`src/rtl/key_pio_pkg.sv`:
```
// key_pio_pkg: register map and edge-select encodings for the key PIO
package key_pio_pkg;
    localparam logic [1:0] ADDR_DATA = 2'd0;
    localparam logic [1:0] ADDR_MASK = 2'd2;
    localparam logic [1:0] ADDR_EDGE = 2'd3;
    typedef enum logic [1:0] {
        EDGE_FALL = 2'd0,
        EDGE_RISE = 2'd1,
        EDGE_ANY  = 2'd2
    } edge_e;
endpackage

```
`src/rtl/key_debounce.sv`:
```
// key_debounce: one channel of pin synchroniser, stability counter and accepted level
module key_debounce #(
    parameter int SYNC_STAGES     = 2,
    parameter int DEBOUNCE_CYCLES = 50000,
    parameter bit IDLE_LEVEL      = 1'b1
) (
    input  logic clk,
    input  logic reset_n,
    input  logic pin,
    output logic level
);
    localparam int CW = $clog2(DEBOUNCE_CYCLES + 1);
    logic [SYNC_STAGES-1:0] sync;
    logic [CW-1:0]          cnt;
    logic                   synced;
    assign synced = sync[SYNC_STAGES-1];
    always_ff @(posedge clk or negedge reset_n)
        if (!reset_n) begin
            sync  <= {SYNC_STAGES{IDLE_LEVEL}};
            cnt   <= '0;
            level <= IDLE_LEVEL;
        end else begin
            sync <= {sync[SYNC_STAGES-2:0], pin};
            if (synced == level)
                cnt <= '0;
            else if (cnt == CW'(DEBOUNCE_CYCLES - 1)) begin
                level <= synced;
                cnt   <= '0;
            end else
                cnt <= cnt + 1'b1;
        end
endmodule

```
`src/rtl/key_pio_edge.sv`:
```
// key_pio_edge: Avalon-MM input PIO with debounce, edge capture, mask and IRQ
module key_pio_edge
    import key_pio_pkg::*;
#(
    parameter int WIDTH           = 4,
    parameter int SYNC_STAGES     = 2,
    parameter int DEBOUNCE_CYCLES = 50000,
    parameter int EDGE_TYPE       = 0,
    parameter bit IDLE_LEVEL      = 1'b1
) (
    input  logic             clk,
    input  logic             reset_n,
    input  logic [1:0]       address,
    input  logic             write_n,
    input  logic [WIDTH-1:0] writedata,
    output logic [WIDTH-1:0] readdata,
    output logic             irq,
    input  logic [WIDTH-1:0] in_port
);
    logic [WIDTH-1:0] level, level_d, edge_cap, irq_mask, edge_hit, clr;
    for (genvar g = 0; g < WIDTH; g++) begin : g_ch
        key_debounce #(
            .SYNC_STAGES    (SYNC_STAGES),
            .DEBOUNCE_CYCLES(DEBOUNCE_CYCLES),
            .IDLE_LEVEL     (IDLE_LEVEL)
        ) u_deb (
            .clk    (clk),
            .reset_n(reset_n),
            .pin    (in_port[g]),
            .level  (level[g])
        );
    end
    always_comb begin
        edge_hit = EDGE_TYPE == int'(EDGE_FALL) ? level_d & ~level :
                   EDGE_TYPE == int'(EDGE_RISE) ? ~level_d & level : level_d ^ level;
        clr = (!write_n && address == ADDR_EDGE) ? writedata : '0;
    end
    // a new edge is OR-ed in after the clear so it survives a coincident W1C
    always_ff @(posedge clk or negedge reset_n)
        if (!reset_n) begin
            level_d  <= {WIDTH{IDLE_LEVEL}};
            edge_cap <= '0;
            irq_mask <= '0;
            readdata <= '0;
        end else begin
            level_d  <= level;
            edge_cap <= (edge_cap & ~clr) | edge_hit;
            if (!write_n && address == ADDR_MASK)
                irq_mask <= writedata;
            readdata <= address == ADDR_DATA ? level :
                        address == ADDR_MASK ? irq_mask :
                        address == ADDR_EDGE ? edge_cap : '0;
        end
    assign irq = |(edge_cap & irq_mask);
endmodule

```
`config.mk`:
```
export PLATFORM = sky130hd
export DESIGN_NAME = key_pio_edge
export DESIGN_NICKNAME = d
export VERILOG_FILES = /design/src/rtl/key_pio_pkg.sv /design/src/rtl/key_debounce.sv /design/src/rtl/key_pio_edge.sv
export SDC_FILE = /design/constraint.sdc
export NUM_CORES = 1
export LEC_CHECK = 0
export CAP_MARGIN = 10
export CORE_UTILIZATION = 40
export DETAILED_ROUTE_END_ITERATION = 10
export GPL_TIMING_DRIVEN = 0
export PLACE_DENSITY = 0.64
export SLEW_MARGIN = 30
export SYNTH_ARGS = -nofsm -noshare
export SYNTH_HDL_FRONTEND = slang
export SYNTH_SLANG_ARGS = --single-unit
```
`constraint.sdc`:
```
create_clock -name clk -period 2.21 [get_ports clk]
set_input_delay 0.442 -clock clk [delete_from_list [all_inputs] [get_ports clk]]
set_output_delay 0.442 -clock clk [all_outputs]
set_load 0.02 [all_outputs]
```
==> results of run 1 <==
## cells by family (layout without fill, tap and decap cells)
kind of cell | after synthesis | after routing | synth area share [%]
flip-flops | 92 | 92 | 55.7
adder cells (fa/ha/maj) | 4 | 4 | 1.20
buffers and inverters | 24 | 58 | 2.49
AO/OA/AOI/OAI | 24 | 24 | 4.35
XOR/XNOR | 56 | 56 | 11.8
multiplexers | 12 | 12 | 3.24
AND/OR/NAND/NOR | 176 | 176 | 21.2
## flip-flops by register name, indices dropped and copies added, names as in the netlist
register          flops
irq_mask              4
level_d               4
g_ch.u_deb.sync       8
edge_cap              4
g_ch.u_deb.level      4
readdata              4
g_ch.u_deb.cnt       64
## through the flow
step / instance area (um^2) / utilization [%]
2_1_floorplan: 4170 / -
3_3_place_gp: 4490 / 45.1
3_5_place_dp: 4520 / 45.4
4_1_cts: 4710 / 47.3
5_1_grt: 4710 / 47.3
6_report: 4710 / 47.3
## power by group
group          switching, W  internal, W  leakage, nW
Clock              0.000547     0.000474       0.0840
Combinational      0.000105    0.0000919        0.613
Sequential        0.0000374      0.00174         1.21
## layout by cell type (no fill, tap or decap), drive strengths merged
master / instances
nor3b: 1
inv: 17
xor2: 16
nand3: 22
mux2: 12
a22o: 4
or4: 4
nand4: 19
and3: 9
and4: 2
nor4b: 2
dlygate4sd3: 1
nor4bb: 4
clkbuf: 16
nor3: 8
nor2: 72
a21oi: 4
dfrtp: 76
buf: 8
ha: 4
clkinvlp: 1
nand2: 17
nand3b: 1
o21ai: 9
a22oi: 2
or3: 1
o41ai: 2
clkdlybuf4s50: 15
nor4: 14
xnor2: 40
o31ai: 3
dfstp: 16
## area by class of cell
| type | instances | area, um^2 | area share, % |
|---|---|---|---|
| buffer | 7 | 40.0 | 0.851 |
| clock buffer | 15 | 166 | 3.54 |
| clock inverter | 1 | 7.51 | 0.159 |
| inverter | 17 | 63.8 | 1.36 |
| multi-input combinational | 272 | 1740 | 37.0 |
| sequential | 92 | 2320 | 49.3 |
| tap | 133 | 166 | 3.54 |
| timing repair buffer | 18 | 199 | 4.23 |
## critical path: cells and delay by family, from the launching register on
family	cells	cell delay, ns
buf+inv	1	0.55
compound gates	1	0.18
simple gates	1	0.09
flops	1	0.40
## per-layer routing
layer / share of wire [%] / global-route usage, %
met5: 0 / 0
met4: 1.8 / 6.73
met3: 2.4 / 2.51
met2: 48 / 23.7
met1: 48 / 20.5
## worst paths after layout
kind | start | to | slack [ns] | cells after the start
min in group asynchronous | reset_n | g_ch[1].u_deb.cnt[12]$_DFF_PN0_ | 0.50 | 2
max in group asynchronous | reset_n | g_ch[3].u_deb.sync[1]$_DFF_PN1_ | 1.07 | 3
max | irq_mask[1]$_DFFE_PN0P_ | irq | 0.20 | 3
min reg2reg | g_ch[1].u_deb.sync[0]$_DFF_PN1_ | g_ch[1].u_deb.sync[1]$_DFF_PN1_ | 0.34 | 0
max reg2reg | g_ch[1].u_deb.cnt[0]$_DFF_PN0_ | g_ch[1].u_deb.cnt[14]$_DFF_PN0_ | 0.31 | 5
min | g_ch[1].u_deb.sync[0]$_DFF_PN1_ | g_ch[1].u_deb.sync[1]$_DFF_PN1_ | 0.34 | 0
## what timing repair did
action | 4_1_cts | 5_1_grt
setup endpoints to repair | 0 | 0
endpoints found under the hold margin | 18 | 0
hold buffers | 1 | 0
==> summary.txt, run 1 <==
Clock tree
  • Clock sinks: slightly above 90
  • Bufs on Longest Clock Path: 2
  • Root buffer cell: clkbuf_8
  • # H-tree levels: 3
  • Worst-path clk slew: 0.09 ns
  • CTS tree: yes
  • Clock latency on the worst-skew pair: between 0.3 and 0.4 ns
  • PostCTS Resize Cnt: 0
  • Post-CTS Setup Inserts: 0
  • CTS Buf Count: 9

Power and ir drop
  • Maximum vdd drop: approximately 0.24 mV
  • Power Density: around 640 nW/um^2
  • Leak: ~1.9 nW
  • Total Power: 0.00299 W

Detailed routing
  • Drt wl/cell: 13.4 um
  • Routed vias: 2832
  • Initial drt markers: 80
  • DRC: 0
  • Post-route ant nets: 0
  • Total wire length: 7430 um
  • Routed vias/inst: ~5.1
  • Pre-antenna DRT Iters: 4

Die
  • Die width: between 100 and 150 um
  • Core area: 9950 um^2
  • Full die area: ~11000 um^2
  • Core Rows: 36
  • Top Ports: 18
  • Die H: 104 um
  • Initial Util: a little over two fifths

STA
  • Fin. Hold Viols: 0
  • Slew Limit Fails: 0
  • Hold Slack: roughly 0.34 ns
  • Final Setup Violations: 0
  • Fin crit share: approximately nine tenths
  • Slew margin rel.: a little over half
  • Setup tns final: 0 ns
  • RSZ-0062 raised after global routing: no
  • Min Tclk post-route: 2.01 ns
  • Fmax: between 0.4 and 0.5 GHz
  • Worst Tran Pin Value: between 0.6 and 0.7 ns
  • Final worst setup slack: between 0.2 and 0.25 ns
  • Final Skew: around 0.0094 ns

Logic synthesis
  • Synth unique cells: 34
  • Most frequent cell after synthesis: dfrtp_1
  • Synth area leader: dfrtp_1
  • Post-synth ARST share: 100%
  • Most common library cells after synthesis: dfrtp_1, nor2_1, xnor2_1
  • Synth top area cells: dfrtp_1, dfstp_2, xnor2_1, nor2_1, xor2_1
  • Seq cells post-synth: around 90
  • Total number of yosys warnings: 0
  • Cells after Synth: a little under 400
  • Ys flop type: dfrtp_1
  • Number of synthesized flops with an enable pin: 0
  • Syn Area/Cell: about 11 um^2
  • Syn Nets: just over 400
  • Post-synthesis sequential area ratio: about 56%
  • Post-synth top area share: a little under half
  • Mapped Area: around 4200 um^2

Worst setup path
  • CP Data Required Time: about 1.8 ns
  • Max incr delay on CP: around 0.55 ns
  • Crit start category: flop
  • Crit-path max FO: 3
  • Crit-path cells: a22oi_1 > nand2_1 > clkdlybuf4s50_1
  • Critical path arrival: roughly 1.6 ns
  • Crit path kind: reg -> out
  • Setup crit end kind: output port
  • CP max-delay cell: clkdlybuf4s50_1

Cells and area
  • Fraction of layout cells with a size suffix above 1: 12.1%
  • Final #Nets: ~430
  • Area Overhead vs Synth: 12.9%
  • Non-Filler Instances: 555
  • Number of fill cells in the layout: about 940
  • Antenna cells: 0

Global routing
  • Vias in the first global route: between 2k and 3k
  • Largest net degree at the start of global routing: 73
  • First-pass GRT wire length: 13200 um
  • Initial antenna violation count: 0
  • Gr usage total: between 15 and 20%
  • Total grt overflow: 0

Placed design
  • Final Wtd Congestion: 0.844
  • Number of instances in the placed design: between 500 and 600
  • Pre-CTS setup slack: 0.00268 ns
  • HPWL Detailed: a little over 5000 um
  • Buffers on Ports: 16

Outcome
  • Outcome: finished, final reports clean

Run
  • Max-cap violations: 0

Worst hold path
  • HP Class: reg -> reg
(Power assumes the default switching activity.)
==> inputs of run 2 (changes only) <==
CAP_MARGIN = 20   (was 10)
REMOVE_ABC_BUFFERS = 1   (was unset)
==> run 2 against run 1 <==
Against the previous run: design area increased by 0.64%; via count rose by 1.5%; global-route usage down 0.55 points; wire length fell by 1.4%; critical path depth is the same; fmax fell by 1.4%; power grew 7.4%; sequential power about the same; highest routed layer unchanged.
==> summary.txt, run 2 (same netlist as run 1, synthesis figures left out) <==
Outcome
  • Outcome: finished, final reports clean

Power and ir drop
  • Power Density: 679 nW/um^2
  • Leak: 1.92 nW
  • Maximum vdd drop: about 0.36 mV

Die
  • Initial Util: 41.9%
  • Die H: ~100 um
  • Die width: 104 um
  • Full die area: 10800 um^2
  • Top Ports: 18
  • Core area: ~10000 um^2
  • Core Rows: 36

Cells and area
  • Utilization after layout: approximately 48%
  • Antenna cells: 0
  • Regs by FF count: g_ch.u_deb.cnt x64, g_ch.u_deb.sync x8
  • Area Overhead vs Synth: 13.7%
  • Final #Nets: ~430
  • Fraction of layout cells with a size suffix above 1: between 10% and 20%
  • Biggest register: g_ch.u_deb.cnt
  • Number of fill cells in the layout: 919
  • Max FFs per register: 64
  • Commonest non-fill, non-tap cell in the layout: dfrtp_1
  • Commonest cells after routing, fill and taps aside: dfrtp_1, nor2_1, xnor2_1
  • Final instance area: 4740 um^2
  • Non-Filler Instances: roughly 550

STA
  • Setup tns final: 0 ns
  • Fin crit share: between 90% and 100%
  • Final Skew: roughly 0.011 ns
  • Fmax: 0.491 GHz
  • RSZ-0062 raised after global routing: no
  • Min Tclk post-route: a little over 2 ns
  • Slew margin rel.: a little over two fifths
  • Fin. Hold Viols: 0
  • Worst Tran Pin Value: around 0.85 ns
  • Final Setup Violations: 0
  • Slew Limit Fails: 0

Detailed routing
  • Routed vias/inst: roughly 5.2
  • Initial drt markers: about 110
  • Routed vias: 2874
  • Post-route ant nets: 0
  • Drt wl/cell: ~13 um
  • DRC: 0
  • Pre-antenna DRT Iters: 4
  • Total wire length: around 7300 um

Worst setup path
  • Crit path kind: reg -> out
  • CP Data Required Time: roughly 1.8 ns
  • Setup crit end kind: output port
  • Crit-path max FO: 3
  • Crit start category: flop
  • Critical path arrival: ~1.6 ns

Global routing
  • Vias in the first global route: around 2.7k
  • Total grt overflow: 0
  • First-pass GRT wire length: roughly 13000 um
  • Gr usage total: around 15%
  • Largest net degree at the start of global routing: 57
  • Initial antenna violation count: 0

Placed design
  • Number of instances in the placed design: about 530
  • HPWL Detailed: approximately 5000 um
  • Buffers on Ports: 17
  • Area after DPL: ~4500 um^2
  • Final Wtd Congestion: 0.810

Worst hold path
  • HP Class: reg -> reg

Clock tree
  • Clock latency on the worst-skew pair: 0.35 ns
  • CTS Buf Count: 9
  • Clock sinks: 92
  • # H-tree levels: 3
  • Post-CTS Setup Inserts: 0
  • PostCTS Resize Cnt: 0
  • Worst-path clk slew: 0.09 ns
  • Bufs on Longest Clock Path: 2
  • Root buffer cell: clkbuf_8
  • CTS tree: yes

Run
  • Max-cap violations: 0
run 2: cell types whose count changed in the layout (fill, tap and decap cells not counted), moves of 2 or more:
cell	before	now
buf_2	5	0
bufinv_16	0	2
clkbuf_1	5	0
clkbuf_8	11	9
inv_6	0	2
run 2: path summary, 6_finish.rpt:
path	endpoint	cells past startpoint	from	slack, ns
min in group asynchronous	g_ch[3].u_deb.cnt[14]$_DFF_PN0_	2	reset_n	0.55
hold reg to reg	g_ch[2].u_deb.sync[1]$_DFF_PN1_	0	g_ch[2].u_deb.sync[0]$_DFF_PN1_	0.36
max in group asynchronous	level_d[2]$_DFF_PN1_	3	reset_n	1.02
hold / removal	g_ch[2].u_deb.sync[1]$_DFF_PN1_	0	g_ch[2].u_deb.sync[0]$_DFF_PN1_	0.36
setup reg to reg	g_ch[1].u_deb.cnt[14]$_DFF_PN0_	4	g_ch[1].u_deb.cnt[13]$_DFF_PN0_	0.21
setup / recovery	irq	3	edge_cap[1]$_DFF_PN0_	0.17
run 2: final cells by class:
type / instances / area (um^2) / share of cell area (%)
clock buffer: 9 / 124 / 2.61
clock inverter: 7 / 98.8 / 2.09
inverter: 17 / 63.8 / 1.35
multi-input combinational: 272 / 1750 / 37.0
sequential: 92 / 2320 / 49.0
tap: 133 / 166 / 3.51
timing repair buffer: 19 / 209 / 4.41
run 2: where the power goes:
group | total, W | switching (W) | internal, W
registers | 0.00178 | 0.0000381 | 0.00174
logic | 0.000195 | 0.000105 | 0.0000908
clock network | 0.00124 | 0.000598 | 0.000645
run 2: repair_timing:
action,in CTS,in global routing
hold buffers,1,0
hold endpoints to repair,28,0
endpoints found under the setup margin,0,1
run 2: through the flow:
stage | hold slack [ns] | power (W) | worst slack, ns
floorplan | 0.146 | 0.00189 | 0.417
global placement | 0.346 | 0.00199 | -2.59
detailed placement | 0.347 | 0.00201 | 0.0479
CTS | 0.359 | 0.00327 | 0.151
global route | 0.364 | 0.00337 | 0.0362
finish | 0.358 | 0.00322 | 0.172
run 2: routing by layer:
layer / track usage, % / wire length [um]
met1: 21.0 / 3660
met4: 6.22 / 95
met3: 2.19 / 191
met2: 21.8 / 3380
met5: 0 / 0
run 2: worst max-delay path, cell delays in order (launching register included):
cell and delay (ns):
dfrtp_1 0.41, a22oi_1 0.18, nand2_1 0.10, clkdlybuf4s50_1 0.55
==> variant: new RTL, config.mk and constraints of run 2 <==
Register the inputs `address`, `write_n`, `writedata` and `in_port` before use. The logic sees them one clock later.
--- a/src/rtl/key_pio_edge.sv
+++ b/src/rtl/key_pio_edge.sv
@@ -17,6 +17,19 @@
     output logic             irq,
     input  logic [WIDTH-1:0] in_port
 );
+
+    logic [1:0] address_q;
+    logic write_n_q;
+    logic [WIDTH-1:0] writedata_q;
+    logic [WIDTH-1:0] in_port_q;
+
+    always_ff @(posedge clk) begin
+        address_q   <= address;
+        write_n_q   <= write_n;
+        writedata_q <= writedata;
+        in_port_q   <= in_port;
+    end
+
     logic [WIDTH-1:0] level, level_d, edge_cap, irq_mask, edge_hit, clr;
     for (genvar g = 0; g < WIDTH; g++) begin : g_ch
         key_debounce #(
@@ -26,14 +39,14 @@
         ) u_deb (
             .clk    (clk),
             .reset_n(reset_n),
-            .pin    (in_port[g]),
+            .pin    (in_port_q[g]),
             .level  (level[g])
         );
     end
     always_comb begin
         edge_hit = EDGE_TYPE == int'(EDGE_FALL) ? level_d & ~level :
                    EDGE_TYPE == int'(EDGE_RISE) ? ~level_d & level : level_d ^ level;
-        clr = (!write_n && address == ADDR_EDGE) ? writedata : '0;
+        clr = (!write_n_q && address_q == ADDR_EDGE) ? writedata_q : '0;
     end
     // a new edge is OR-ed in after the clear so it survives a coincident W1C
     always_ff @(posedge clk or negedge reset_n)
@@ -45,11 +58,11 @@
         end else begin
             level_d  <= level;
             edge_cap <= (edge_cap & ~clr) | edge_hit;
-            if (!write_n && address == ADDR_MASK)
-                irq_mask <= writedata;
-            readdata <= address == ADDR_DATA ? level :
-                        address == ADDR_MASK ? irq_mask :
-                        address == ADDR_EDGE ? edge_cap : '0;
+            if (!write_n_q && address_q == ADDR_MASK)
+                irq_mask <= writedata_q;
+            readdata <= address_q == ADDR_DATA ? level :
+                        address_q == ADDR_MASK ? irq_mask :
+                        address_q == ADDR_EDGE ? edge_cap : '0;
         end
     assign irq = |(edge_cap & irq_mask);
 endmodule
Function: changed (Yosys sat finds a counterexample within 4 cycles, from zero or initial values and one cycle with reset_n low).
==> variant against run 2 <==
The run now ends with hold timing left. Cell area grew 3.1%. Fmax rose by 0.45%. Synthesized area grew 5.3%. Worst setup slack improved by 0.0091 ns. Sequential cell count rose by 11. Highest routed layer unchanged. Wire length rose by 3.8%. Power fell by 1.8%. Hold slack got worse by 0.37 ns. Via count increased by 0.56%.
==> variant: results (changes against run 2) <==
metric,value,unit,change
hold_viol,3,,+3
placed_area,4730,µm²,+5.0%
yosysSeqAreaShare,57.9,%,+2.2 points
drt-total-wl,7.61,mm,+3.8%
n_antenna_cell,0,,unchanged
synthArstFlopShare,89.3,%,-11 points
skew,0.00972,ns,-0.00154 ns
holdWs,-0.00675,ns,-0.365 ns
dpl.hpwl,5.20,mm,+4.1%
cp_top_family,buffers and inverters,,
cts-htree-levels,3,,unchanged
drive_above_1_share,10.1,%,-1.7 points
post_cts_buffers,0,,unchanged
grt_use_met1,19.8,%,-1.2 points
first_iter_violations,102,,-5.6%
io_buffers,17,,unchanged
clock_latency,0.36,ns,
cp_slowest_cell,clkdlybuf4s50_1,,
grt_pass1_wl,13.3,mm,+4.8%
cts_made_buffers,9,,unchanged
clkTransAtPathRegs,0.09,ns,about the same
violations,hold timing,,
clk_path_buf_depth,2,,unchanged
synth_warnings,0,,unchanged
place_congestion,0.814,,+0.49%
use_met2,23.2,%,+1.5 points
cts_root_buf,clkbuf_8,,
antenna_found_initial,0,,unchanged
synth_cell_type_count,35,,+2.9%
fillers,996,,+8.4%
tightest_slew,0.832,ns,-0.0170 ns
route.vias.total,2890,,+0.56%
path_buf_inv,1,,unchanged
post-place-ws,0.147,ns,+0.0991 ns
grt_max_degree,50,,-12%
hp-class,in -> async,,
cts_resized,0,,unchanged
synth_common_cells,"76 x dfrtp_1, 72 x nor2_1, 40 x xnor2_1",,
worstPathArrival,1.59,ns,
crit_fanout,3,,unchanged
p_sw_share,22.9,%,-0.088 points
reg.largest.list,"g_ch.u_deb.cnt x64, g_ch.u_deb.sync x8",,
grtUsageMet3,3.22,%,+1.0 points
max_stage_delay,0.55,ns,about the same
grt_usage,14.7,%,+0.14 points
ys_top_cells_by_area,"dfrtp_1 43%, dfstp_2 9.6%, xnor2_1 8.0%, nor2_1 6.2%, dfxtp_1 5.0%",,
peakVddDrop,0.361,mV,-0.16%
outcome,finished with violations,,
firstDrtPassIters,4,,unchanged
p_leak,1.97,nW,+2.7%
finalNetCount,438,,+2.3%
## variant: cell count changes after synthesis
cell	before	now
dfxtp_1	0	11
## variant: power groups by stage
stage | logic, mW | clock network [mW] | registers, mW
2_1_floorplan | 0.0719 | 0 | 2.02
3_3_place_gp | 0.158 | 0 | 2.02
3_5_place_dp | 0.167 | 0 | 2.02
4_1_cts | 0.169 | 1.04 | 1.98
5_1_grt | 0.186 | 1.11 | 1.99
6_report | 0.164 | 1.01 | 1.98
## variant: path summary, 6_finish.rpt
path                                                startpoint                               to  depth (start not counted)  slack, ns
worst max-delay path                     edge_cap[1]$_DFF_PN0_                              irq                          3       0.18
worst min-delay path                                   reset_n  g_ch[1].u_deb.cnt[12]$_DFF_PN0_                          1     -0.007
worst max register to register  g_ch[1].u_deb.cnt[0]$_DFF_PN0_  g_ch[1].u_deb.cnt[11]$_DFF_PN0_                          4       0.25
worst min register to register            in_port_q[0]$_DFF_P_  g_ch[0].u_deb.sync[0]$_DFF_PN1_                          0       0.30
max in group asynchronous                              reset_n  g_ch[0].u_deb.sync[0]$_DFF_PN1_                          2       1.57
min in group clk                          in_port_q[0]$_DFF_P_  g_ch[0].u_deb.sync[0]$_DFF_PN1_                          0       0.30
## variant: cell families after synthesis
family	Yosys count	share of synthesized area, %
AOI/OAI and AO/OA	24	4.13
xor gates and xnor gates	56	11.2
adders and majority gates	4	1.14
buffers and inverters	24	2.37
DFF	103	57.9
muxes	12	3.08
and+or+nand+nor	176	20.2
## variant: through the flow
stage / instances / TNS, ns
CTS: 562 / 0
detailed placement: 546 / 0
global placement: 545 / -225.84
global route: 562 / 0
finish: 562 / 0
floorplan: 392 / 0
## variant: worst reg2reg max path, stage by stage, from the launching register on
cell	delay (ns)
dfrtp_1	0.40
ha_1	0.21
nand3_1	0.31
o41ai_4	0.78
nor2_1	0.12
## variant: layout make-up
| cell class | count | area, µm² | area share (%) |
|---|---|---|---|
| timing repair buffer | 18 | 199 | 4.07 |
| tap | 136 | 170 | 3.49 |
| clock inverter | 1 | 7.51 | 0.154 |
| multi-input combinational | 272 | 1750 | 35.9 |
| inverter | 17 | 63.8 | 1.31 |
| clock buffer | 15 | 146 | 3.00 |
| sequential | 103 | 2540 | 52.1 |
## variant: per-layer routing
metal  vias up  part of all wire [%]
met1      1425                    50
met2        37                    46
li1       1418                     -
met3        10                   3.1
met4         0                   1.3
met5         -                     0
